`config.mk`:
```
export PLATFORM = sky130hd
export DESIGN_NAME = bcd_serial_add_ctrl_flat
export DESIGN_NICKNAME = d
export VERILOG_FILES = /design/src/rtl/bcd_serial_add_ctrl_pkg.sv /design/src/rtl/bcd_serial_add_ctrl_if.sv /design/src/rtl/bcd_serial_add_ctrl_adder.sv /design/src/rtl/bcd_serial_add_ctrl.sv /design/src/flat_wrapper.sv
export SDC_FILE = /design/constraint.sdc
export NUM_CORES = 1
export LEC_CHECK = 0
export CAP_MARGIN = 20
export CORE_UTILIZATION = 62
export CTS_CLUSTER_DIAMETER = 120
export DETAILED_ROUTE_END_ITERATION = 6
export DONT_BUFFER_PORTS = 1
export PLACE_DENSITY = 0.78
export RECOVER_POWER = 50
export SLEW_MARGIN = 30
export SYNTH_ARGS = -nofsm -noshare
export SYNTH_HDL_FRONTEND = slang
export SYNTH_SLANG_ARGS = --single-unit
```
`constraint.sdc`:
```
create_clock -name clk -period 3.6 [get_ports clk]
set_input_delay 0.72 -clock clk [delete_from_list [all_inputs] [get_ports clk]]
set_output_delay 0.72 -clock clk [all_outputs]
set_load 0.01 [all_outputs]
```
`src/rtl/bcd_serial_add_ctrl_pkg.sv`:
```
// Shared calculator types: FSM state encoding, BCD digit type and digit validity helper.
package bcd_calc_pkg;

    typedef enum logic [1:0] {
        IDLE  = 2'd0,
        PASS1 = 2'd1,
        PASS2 = 2'd2,
        DONE  = 2'd3
    } state_e;

    typedef logic [3:0] digit_t;

    localparam digit_t BCD_MAX = 4'd9;

    function automatic logic digit_invalid(input digit_t d);
        return d > BCD_MAX;
    endfunction

endpackage

```
`src/rtl/bcd_serial_add_ctrl_if.sv`:
```
// Start/done handshake and operand/result bus between calculator control and the serial BCD adder.
interface bcd_serial_add_ctrl_if #(
    parameter int unsigned DIGITS = 4
);
    logic                  start;
    logic [4*DIGITS-1:0]   a_bcd;
    logic [4*DIGITS-1:0]   b_bcd;
    logic                  busy;
    logic                  done;
    logic [4*DIGITS-1:0]   sum_bcd;
    logic                  carry_out;
    logic                  error;

    modport master (
        output start, a_bcd, b_bcd,
        input  busy, done, sum_bcd, carry_out, error
    );

    modport slave (
        input  start, a_bcd, b_bcd,
        output busy, done, sum_bcd, carry_out, error
    );
endinterface

```
`src/rtl/bcd_serial_add_ctrl_adder.sv`:
```
// Single-digit BCD adder without carry input; shared by both passes of the serial sequencer.
module bcd_adder_4bit
    import bcd_calc_pkg::*;
(
    input  digit_t a,
    input  digit_t b,
    output digit_t sum,
    output logic   carry_out
);
    logic [4:0] raw;

    always_comb begin
        raw       = {1'b0, a} + {1'b0, b};
        carry_out = raw > 5'd9;
        sum       = carry_out ? 4'(raw + 5'd6) : raw[3:0];
    end
endmodule

```
`src/rtl/bcd_serial_add_ctrl.sv`:
```
// Digit-serial BCD adder sequencer, two adder passes per digit, LSD first.
// Optional input nibble validation under `BCD_INPUT_CHECK_EN.
module bcd_serial_add_ctrl
    import bcd_calc_pkg::*;
#(
    parameter int unsigned DIGITS = 4
) (
    input  logic                 clk,
    input  logic                 rst_n,
    bcd_serial_add_ctrl_if.slave bus
);
    localparam int unsigned W     = 4 * DIGITS;
    localparam int unsigned CNT_W = $clog2(DIGITS);

    state_e             state_q, state_d;
    logic [W-1:0]       a_q, a_d, b_q, b_d, sum_q, sum_d;
    logic [CNT_W-1:0]   cnt_q, cnt_d;
    digit_t             p_q, p_d;
    logic               c1_q, c1_d, carry_q, carry_d;
    logic               carry_out_q, carry_out_d;
    logic               busy_q, busy_d, done_q, done_d;

    digit_t             add_a, add_b, add_sum;
    logic               add_co;

    bcd_adder_4bit u_adder (
        .a         (add_a),
        .b         (add_b),
        .sum       (add_sum),
        .carry_out (add_co)
    );

`ifdef BCD_INPUT_CHECK_EN
    logic error_q, error_d, bad_c;

    always_comb begin
        bad_c = 1'b0;
        for (int i = 0; i < int'(DIGITS); i++) begin
            bad_c = bad_c | digit_invalid(bus.a_bcd[4*i +: 4])
                          | digit_invalid(bus.b_bcd[4*i +: 4]);
        end
    end

    assign bus.error = error_q;
`else
    assign bus.error = 1'b0;
`endif

    // Operand mux: PASS1 adds the operand digits, PASS2 injects the pending carry.
    always_comb begin
        if (state_q == PASS1) begin
            add_a = a_q[3:0];
            add_b = b_q[3:0];
        end else begin
            add_a = p_q;
            add_b = {3'b000, carry_q};
        end
    end

    always_comb begin
        state_d     = state_q;
        a_d         = a_q;
        b_d         = b_q;
        sum_d       = sum_q;
        cnt_d       = cnt_q;
        p_d         = p_q;
        c1_d        = c1_q;
        carry_d     = carry_q;
        carry_out_d = carry_out_q;
`ifdef BCD_INPUT_CHECK_EN
        error_d     = error_q;
`endif
        case (state_q)
            IDLE: begin
                if (bus.start) begin
                    a_d         = bus.a_bcd;
                    b_d         = bus.b_bcd;
                    sum_d       = '0;
                    cnt_d       = '0;
                    carry_d     = 1'b0;
                    carry_out_d = 1'b0;
                    state_d     = PASS1;
`ifdef BCD_INPUT_CHECK_EN
                    error_d     = bad_c;
`endif
                end
            end
            PASS1: begin
                p_d     = add_sum;
                c1_d    = add_co;
                state_d = PASS2;
`ifdef BCD_INPUT_CHECK_EN
                if (error_q) begin
                    state_d = DONE;
                end
`endif
            end
            PASS2: begin
                sum_d   = {add_sum, sum_q[W-1:4]};
                carry_d = c1_q | add_co;
                a_d     = a_q >> 4;
                b_d     = b_q >> 4;
                cnt_d   = cnt_q + CNT_W'(1);
                if (cnt_q == CNT_W'(DIGITS - 1)) begin
                    carry_out_d = carry_d;
                    state_d     = DONE;
                end else begin
                    state_d = PASS1;
                end
            end
            DONE: begin
                state_d = IDLE;
            end
            default: begin
                state_d = IDLE;
            end
        endcase
        busy_d = state_d != IDLE;
        done_d = state_d == DONE;
    end

    always_ff @(posedge clk) begin
        if (!rst_n) begin
            state_q     <= IDLE;
            a_q         <= '0;
            b_q         <= '0;
            sum_q       <= '0;
            cnt_q       <= '0;
            p_q         <= '0;
            c1_q        <= 1'b0;
            carry_q     <= 1'b0;
            carry_out_q <= 1'b0;
            busy_q      <= 1'b0;
            done_q      <= 1'b0;
`ifdef BCD_INPUT_CHECK_EN
            error_q     <= 1'b0;
`endif
        end else begin
            state_q     <= state_d;
            a_q         <= a_d;
            b_q         <= b_d;
            sum_q       <= sum_d;
            cnt_q       <= cnt_d;
            p_q         <= p_d;
            c1_q        <= c1_d;
            carry_q     <= carry_d;
            carry_out_q <= carry_out_d;
            busy_q      <= busy_d;
            done_q      <= done_d;
`ifdef BCD_INPUT_CHECK_EN
            error_q     <= error_d;
`endif
        end
    end

    assign bus.busy      = busy_q;
    assign bus.done      = done_q;
    assign bus.sum_bcd   = sum_q;
    assign bus.carry_out = carry_out_q;
endmodule

```
`src/flat_wrapper.sv`:
```
// flat-port wrapper written by rule: the top's interface ports become plain ports
module bcd_serial_add_ctrl_flat import bcd_calc_pkg::*;
#(
    parameter int unsigned DIGITS = 4
)
  (clk, rst_n, bus_start, bus_a_bcd, bus_b_bcd, bus_busy, bus_done, bus_sum_bcd, bus_carry_out, bus_error);
  bcd_serial_add_ctrl_if #(.DIGITS(DIGITS)) bus_i ();
  input  logic clk;
  input  logic rst_n;
  input wire logic [$bits(bus_i.start)-1:0] bus_start;
  input wire logic [$bits(bus_i.a_bcd)-1:0] bus_a_bcd;
  input wire logic [$bits(bus_i.b_bcd)-1:0] bus_b_bcd;
  output wire logic [$bits(bus_i.busy)-1:0] bus_busy;
  output wire logic [$bits(bus_i.done)-1:0] bus_done;
  output wire logic [$bits(bus_i.sum_bcd)-1:0] bus_sum_bcd;
  output wire logic [$bits(bus_i.carry_out)-1:0] bus_carry_out;
  output wire logic [$bits(bus_i.error)-1:0] bus_error;
  assign bus_i.start = bus_start;
  assign bus_i.a_bcd = bus_a_bcd;
  assign bus_i.b_bcd = bus_b_bcd;
  assign bus_busy = bus_i.busy;
  assign bus_done = bus_i.done;
  assign bus_sum_bcd = bus_i.sum_bcd;
  assign bus_carry_out = bus_i.carry_out;
  assign bus_error = bus_i.error;
  bcd_serial_add_ctrl #(.DIGITS(DIGITS)) u_core (.clk(clk), .rst_n(rst_n), .bus(bus_i));
endmodule
```
After elaboration in Yosys (flattened, before gate mapping)
Index checks and enable logic that the tools add are counted.
- bits in writable memories: 0
- output and inout port bits: 20
- latch bits: 0
- memories: 0
- memory bits (read-only): 0
- register bits after elaboration: 61
- magnitude comparators: 1
- $add $sub $neg: 3
- reductions and logical operators: 5
- shift-type cells: 0
- muxes and demuxes: 18
- bitwise gates (word level): 1
- equal/unequal tests: 7
- multiply operators: 0
- divide/modulo/power cells: 0
- operators by type and width (cell ; count):
    $pmux 16 s2 ; 3
    $mux 16 ; 3
    $mux 4 ; 3
    $eq 2x2->1 const B ; 4
    $pmux 2 s4 ; 1
    $mux 2 ; 3
    $add 4x4->5 ; 1
    $gt 5x4->1 const B ; 1
    $add 4x3->4 const B ; 1
    $pmux 1 s2 ; 2
    $pmux 2 s2 ; 1
    $reduce_bool 2->1 ; 2
    $reduce_and 3->1 ; 1
    $add 2x1->2 const B ; 1
    $eq 2x1->1 const B ; 1
    $logic_not 2->1 ; 1
    $mux 1 ; 2
    $ne 2x1->1 const B ; 1
    $ne 2x2->1 const B ; 1
    $reduce_and 2->1 ; 1
    $or 1x1->1 ; 1

Longest topological paths before layout
- depth in word-level cells: 7
- gate-level depth with buffers: 14
- depth with buffers taken out: 12

Cells and area by module
A second synthesis with hierarchy kept.
- cell total of the unflattened synthesis: 311
- area total of the unflattened synthesis: 2683.8 um2
- modules (own cells, without submodules) (module ; area each (um2) ; seq. area each (um2) ; times used ; cells each):
    bcd_serial_add_ctrl ; 2457.4 ; 1221.2 ; 1 ; 285
    bcd_adder_4bit ; 226.5 ; 0.0 ; 1 ; 26

Worst setup path before layout
OpenSTA, ideal clock, no wires.
- path kind: register to register
- start: register u_core.state_q[0]
- end: register u_core.sum_q[14], in the netlist u_core.bus.sum_bcd[14]
- period minus slack after synthesis: 3.136 ns
- arrival: 3.014 ns
- setup slack: 0.464 ns
- cell stages (with the launch flop): 15
- library setup time: 0.122 ns
- required time: 3.478 ns
- cell sequence: dfxtp_1 nor2b_1 buf_2 clkbuf_1 nand2_1 nand2_1 ha_1 inv_1 fa_1 xor2_2 ha_1 a31o_2 o311ai_4 nor3_1 a311o_1
- longest elaborated chain between the ends: 6
- elaborated cells on any way between the ends: 13
- RTL lines (what ; line ; text):
    from (decl) ; bcd_serial_add_ctrl.sv:15 ; state_e state_q, state_d;
    from (signal assigned) ; bcd_serial_add_ctrl.sv:139 ; state_q <= state_d;
    $eq 2x1->1 ; bcd_serial_add_ctrl.sv:51 ; if (state_q == PASS1) begin
    $mux 4 ; bcd_serial_add_ctrl.sv:51 ;
    $add 4x4->5 ; bcd_serial_add_ctrl_adder.sv:13 ; raw = {1'b0, a} + {1'b0, b};
    $add 4x3->4 or $gt 5x4->1 (tied branches) ; bcd_serial_add_ctrl_adder.sv:15, bcd_serial_add_ctrl_adder.sv:14 ;
    $mux 4 ; bcd_serial_add_ctrl_adder.sv:15 ; sum = carry_out ? 4'(raw + 5'd6) : raw[3:0];
    $pmux 16 s2 ; bcd_serial_add_ctrl.sv:73 ; case (state_q)
    to (signal assigned) ; bcd_serial_add_ctrl.sv:142 ; sum_q <= sum_d;
    to (decl) ; bcd_serial_add_ctrl.sv:16 ; logic [W-1:0] a_q, a_d, b_q, b_d, sum_q, sum_d;
Several ways; a longest one is shown, not always the timed one.
A chain may end at the register's enable or synchronous reset.

Worst setup path in the final report
Same ends and word-level chain as after synthesis.

==> metrics <==
Post-synth EDFFs=0; DIE AREA=0.00470 sq mm; detailed placement HPWL=roughly 3500 um; first-pass GRT wire length=8850 um; max-slew violations=78; Critical Path RT=roughly 3800 ps; DRT Wirelength=about 5600 um; critical-path maximum fanout=18; predominant post-synthesis flop cell=dfxtp_1; initial antenna violation count=0; status=finished with violations; Inserted Diodes=0; worst endpoint data arrival time=3460 ps; Total Power=0.00161 W; core box area=a little over 0.004 sq mm; die height=68.5 um; RePlAce Congestion=0.805; CTS clk-pin slew, worst paths=60 ps; M1 wire length=2550 um; Clock Skew=about 5.7 ps; Clock Sink Count=61; nets=339; CTS root buf=clkbuf_8; via count=2116; top cells by area, synth=dfxtp_1 (44%), o211a_1 (9.1%), nand2_1 (7.9%); Die Span X=68.5 um; row count=23; share of layout cells above drive strength 1=9.93%; Worst path max stage delay=between 400 and 500 ps; top-level I/O count=55; Post-Synthesis Cell Area=0.00275 sq mm; total negative slack=0 ps; Max-Cap Viols=2; maximum clock path buffer count=2; Routed wire per std cell=15.9 um; Routed Antenna Nets=0; initial core utilization=66.7%; P&R area growth vs syn=8.07%; Unique masters post-synth=about 40; VDD IR-drop max=0.340 mV; worst-margin pin slew=between 1500 and 2000 ps; register area share after synthesis=between 40% and 50%; wire length on met2=~2700 um; worst hold path type=register to register; largest net degree at the start of global routing=63; final setup violating endpoints=0; worst skew pair latency=roughly 330 ps; total CTS buffers=9; Port Buffers=0; Initial DRC Count=137; postcts setup bufs=0; syn nets=roughly 350; Worst path slowest cell=dfxtp_1; final period utilization=90.1%; Avg Cell Area, Syn=8.88 sq um; hold slack final=about 490 ps; Max-slew headroom=-26.0%; CTS tree=built; Final WS setup=358 ps; vias per cell=6.01; Final Hold Violating Endpoints=0; CTS resizes=0; RSZ-0062 raised after global routing=false; Synth Register Bits=61; uppermost layer routed=met4; Synth Warn #=0; P_leak=1.34 nW; dominant delay contributor by cell family on the critical path=compound AO/OA/AOI/OAI gates; area share of the leading cell type in the synthesized netlist=between 40 and 50%; pre-CTS setup slack=358 ps; Synth area leader=dfxtp_1; Power Density=543 mW/mm^2; GRT Total Usage=about a quarter; CP Launch Type=register; Post-synth ARST share=0%; cts hold-fix bufs=0; WS Path Type=register to register; f_max=308 MHz; Buf/Inv on CP=2; vias in the first global route=about 1900; Post-Syn Instances=slightly above 300; Final min period=3240 ps; CP cell instances=nor2b_1 -> buf_4 -> nand2_1 -> nand2_1 -> ha_1 -> inv_1 -> fa_1 -> xor2_2 -> ha_1 -> a31o_2 -> o311ai_4 -> nor3_1 -> a311o_1; metal3 WL=roughly 300 um; final routed DRC violation total=0; drt pass-1 iters=5; H-tree levels=3; failing checks=capacitance limit, slew limit; global route total overflow=0; Critical Path End Type=register
-- state kept, by name, summed over array words and instances (netlist names) --
signal,flops
u_core.carry_q,1
u_core.bus.sum_bcd,16
u_core.b_q,16
u_core.p_q,4
u_core.bus.carry_out,1
u_core.a_q,16
u_core.bus.done,1
u_core.state_q,2
u_core.bus.busy,1
u_core.cnt_q,2
u_core.c1_q,1
-- final cells by class --
type                    count  area, sq um
multi-input cells         217         1400
flip-flops and latches     61         1220
clock buffers              13          179
clock inverters             3         65.1
inverters                   5         18.8
repair buffers              3         18.8
fillers                   342         1150
well taps                  50         62.6
-- cell usage after synthesis (2+ instances only) --
master	n
nand2b_1	3
nand2_1	58
or2_2	2
inv_1	5
o211a_1	25
a22oi_1	22
ha_1	6
mux2_2	4
nand3_1	28
nor2_1	6
nor2b_1	25
dfxtp_1	61
a21oi_1	4
and3_1	2
clkbuf_1	21
and2_1	4
o21ai_0	6
buf_2	4
-- stage by stage --
step                util (%)  std cells  cell area, sq um
global route            72.1        352              2970
floorplan                  -        309              2750
global placement        66.3        336              2730
CTS                     72.2        352              2970
detailed placement      66.3        336              2730
finish                  72.1        352              2970
-- tightest hold or removal path: stages, from the launching register on --
cell     delay [ps]
dfxtp_1         320
nand2_1          60
o22ai_1          60
-- cell families after synthesis --
logic type	after synthesis	share of synthesized area, %
and+or+nand+nor	133	23.3
AOI/OAI and AO/OA	68	20.7
DFF	61	44.5
buffers and inverters	31	4.56
adders and majority gates	7	3.46
muxes	6	2.42
xor gates and xnor gates	2	0.912
other	1	0.137
-- path summary, 6_finish.rpt --
kind / start / endpoint / slack, ps / cells after the start
setup / recovery: u_core.state_q[0]$_SDFF_PN0_ / u_core.bus.sum_bcd[14]$_SDFFE_PN0P_ / 360 / 13
hold / removal: u_core.p_q[1]$_SDFFE_PN0P_ / u_core.p_q[1]$_SDFFE_PN0P_ / 490 / 2
setup reg to reg: u_core.state_q[0]$_SDFF_PN0_ / u_core.bus.sum_bcd[14]$_SDFFE_PN0P_ / 360 / 13
hold reg to reg: u_core.p_q[1]$_SDFFE_PN0P_ / u_core.p_q[1]$_SDFFE_PN0P_ / 490 / 2
-- placed cells by master, fill, tap and decap left out, drive strengths merged, types with 6 or more instances in the layout --
cell / n
a22oi: 22
nor2b: 25
clkbuf: 14
nand2: 58
nand3: 28
dfxtp: 61
o21ai: 8
ha: 6
nor2: 6
o211a: 25
-- metal layers --
layer / vias to the layer above / GRT usage, %
met5: - / 0
met4: 0 / 11.7
met3: 9 / 8.39
met2: 61 / 40.7
met1: 995 / 33.2
li1: 1051 / -
-- where the power goes --
| group | internal, W | total [W] | switching (W) |
|---|---|---|---|
| Combinational | 0.0000698 | 0.000159 | 0.0000888 |
| Sequential | 0.000713 | 0.000736 | 0.0000228 |
| Clock | 0.000464 | 0.000717 | 0.000253 |
Note: power is estimated with default switching activity, not from simulation.
==> patch (same settings) <==
Reset style: asynchronous (`rst_n`), changed in one clocked block.
--- a/src/rtl/bcd_serial_add_ctrl.sv
+++ b/src/rtl/bcd_serial_add_ctrl.sv
@@ -119,7 +119,7 @@
         done_d = state_d == DONE;
     end
 
-    always_ff @(posedge clk) begin
+    always_ff @(posedge clk or negedge rst_n) begin
         if (!rst_n) begin
             state_q     <= IDLE;
             a_q         <= '0;
Check against the original RTL: differs if rst_n is asserted again (counterexample within 4 cycles, from zero or initial values and one cycle with rst_n low); with rst_n held inactive, the same outputs for 10 cycles.
==> patch against the unedited design <==
- synthesized area increased by 2.9%
- cell area increased by 2.7%
- count of clock-buffer cells in the layout decreased by 2
- core utilization decreased by 2.1 points
- worst setup slack got worse by 0.047 ns
- global-route usage decreased by 1.9 points
- wire length decreased by 7.0%
- clock skew increased by 0.0041 ns
- sequential cell count unchanged
- sequential share of layout area increased by 8.9 points
- critical path type unchanged
Power is not compared: it rests on default switching activity, and its combinational part moved more than twofold at a synthesized area within 25%.
==> patch: results (changes against the unedited design) <==
The initial DRC count came out at 78 (-43%). The number of antenna violations at the first check in global routing came out at 0 (unchanged). The overall track demand over capacity in global routing was 0.244 (-0.0187). The CTS H-tree depth came out at 3 (unchanged).

The via count is 1936 (-8.5%). The setup fix buffers added after clock tree synthesis came out at 0 (unchanged). The cell sitting at the root of the clock tree is a clkbuf_8. The proportion of layout cells with a drive suffix above 1 came to 0.0786 (-0.0208).

The number of buffers between clock root and the deepest sink is 2 (unchanged). In the synthesized netlist, the cells that appear most often are 64 x nand2_1, 61 x dfrtp_1, 41 x o21ai_0. The proportion of synthesized flip-flops having asynchronous set or reset is 1.00 (+1.00). The yosys synthesis warning count came to 0 (unchanged). The wire length of the first global-routing pass came out at 9140 µm (+3.2%). The clock transition at the registers of the reported paths came out at 0.07 ns. The post-synthesis cell type count is 31 (-24%). The average wire per standard cell is 15.6 µm (-1.4%). The highest fanout seen on the critical path came out at 14 (-4). Tracing the worst setup path back leads to its startpoint at u_core.state_q[1]. The run finished with clean final reports. The count of input and output buffers is 0 (unchanged). The number of buffers inserted during clock tree synthesis is 9 (unchanged). The fraction of the yosys area taken by sequential cells is 0.541 (+0.0957).

The number of global-route vias before repair was 1973 (+3.0%). The largest net degree at the start of global routing came out at 62 (-1.6%). The number of diodes added for antenna fixing came to 0 (unchanged). Sorting the synthesized cells by area gives the leading types as dfrtp_1 54%, mux2i_1 8.9%, nand2_1 8.5%, o21ai_0 7.3%, a22o_1 4.3%.

The min-delay analysis places its worst path in the category input port to asynchronous set/reset pin. The register-to-register setup slack came out at 0.31 ns (-0.05 ns). The largest stage delay on the critical path came out at 0.60 ns (+0.16 ns). The critical path data arrival time is 3.52 ns (+0.06 ns).

Grouping stages by cell kind, the critical path spends the most delay in adder cells. The worst vdd rail ir drop is 0.510 mV. The number of gates resized after cts came out at 0 (unchanged). The first-pass detailed-route iteration total is 4 (-1). The post-detailed-placement half-perimeter wirelength came out at 3560 µm (+0.88%).

The actual transition at the worst max-transition pin was 0.817 ns (-1.07 ns). The count of placed standard cells in the final layout, fillers left out came out at 332 (-5.7%). The count of mapped cells out of synthesis is 279 (-9.7%). The endpoint identified for the worst register-to-register timing path is u_core.bus.sum_bcd[14]. The setup clock skew after layout came to 0.00978 ns (+0.00408 ns). For this design the static power due to leakage is about 1.4 nW. The final-stage net count came out at 318 (-6.2%). The clock latency reported for the late side of the worst-skew pair is 0.35 ns (+0.02 ns). The final weighted congestion in routability-driven placement came out at 0.820 (+1.9%).

The slowest cell on the critical path is dfrtp_1. The worst setup path is captured at a flop.
==> patch: cell families after synthesis <==
family,after synthesis,share of synthesized area
buffers and inverters,25,0.0368
multiplexers,26,0.0926
other,1,0.00133
flip-flops,61,0.541
AO/OA/AOI/OAI,71,0.163
adder cells (fa/ha/maj),7,0.0337
XOR/XNOR,2,0.00620
AND/OR/NAND/NOR,86,0.126
==> patch: layout make-up <==
type | instances | area [µm²]
flip-flops and latches | 61 | 1530
clock inverters | 4 | 48.8
inverters | 7 | 26.3
repair buffers | 4 | 26.3
clock buffers | 11 | 141
fillers | 327 | 1310
multi-input cells | 193 | 1210
well taps | 52 | 65.1
==> patch: worst reg2reg max path, stage by stage, from the launching register on <==
cell      delay (ns)
dfrtp_1         0.60
nand2b_1        0.35
nand2_1         0.13
nand2_1         0.08
ha_1            0.15
inv_1           0.05
fa_1            0.39
xor2_1          0.21
ha_1            0.24
nor2b_1         0.17
o41ai_4         0.41
mux2_2          0.40
==> patch: how the worst min path moves through the flow <==
stage,from,to,slack (ns),cells past startpoint
2_1_floorplan,rst_n,u_core.a_q[0],0.42,0
3_3_place_gp,rst_n,u_core.bus.sum_bcd[1],0.43,0
3_5_place_dp,rst_n,u_core.bus.sum_bcd[5],0.43,0
4_1_cts,rst_n,u_core.b_q[11],0.05,0
5_1_grt,rst_n,u_core.a_q[10],0.05,0
6_report,rst_n,u_core.bus.sum_bcd[7],0.06,0
==> patch: report_power, final <==
part | leakage, nW | switching, mW | total (mW) | internal, mW
Clock | 0.0992 | 0.261 | 0.594 | 0.333
Sequential | 0.783 | 0.226 | 1.20 | 0.973
Combinational | 0.548 | 0.663 | 1.15 | 0.483
==> patch: layer usage <==
layer | vias to the layer above | part of all wire | GRT usage
li1 | 951 | - | -
met2 | 53 | 0.49 | 0.378
met4 | 0 | 0.031 | 0.138
met5 | - | 0 | 0
met3 | 16 | 0.055 | 0.0683
met1 | 916 | 0.42 | 0.309
==> patch: stage by stage <==
| step | worst slack, ns | hold slack [ns] | instance area (µm²) | power [mW] | utilization |
|---|---|---|---|---|---|
| floorplan | 0.522 | 0.424 | 2820 | 2.10 | - |
| global placement | 0.479 | 0.426 | 2860 | 2.31 | 0.657 |
| detailed placement | 0.315 | 0.425 | 2860 | 2.37 | 0.657 |
| CTS | 0.297 | 0.0526 | 3050 | 2.97 | 0.701 |
| global route | 0.0654 | 0.0495 | 3050 | 3.18 | 0.700 |
| finish | 0.311 | 0.0626 | 3050 | 2.94 | 0.700 |
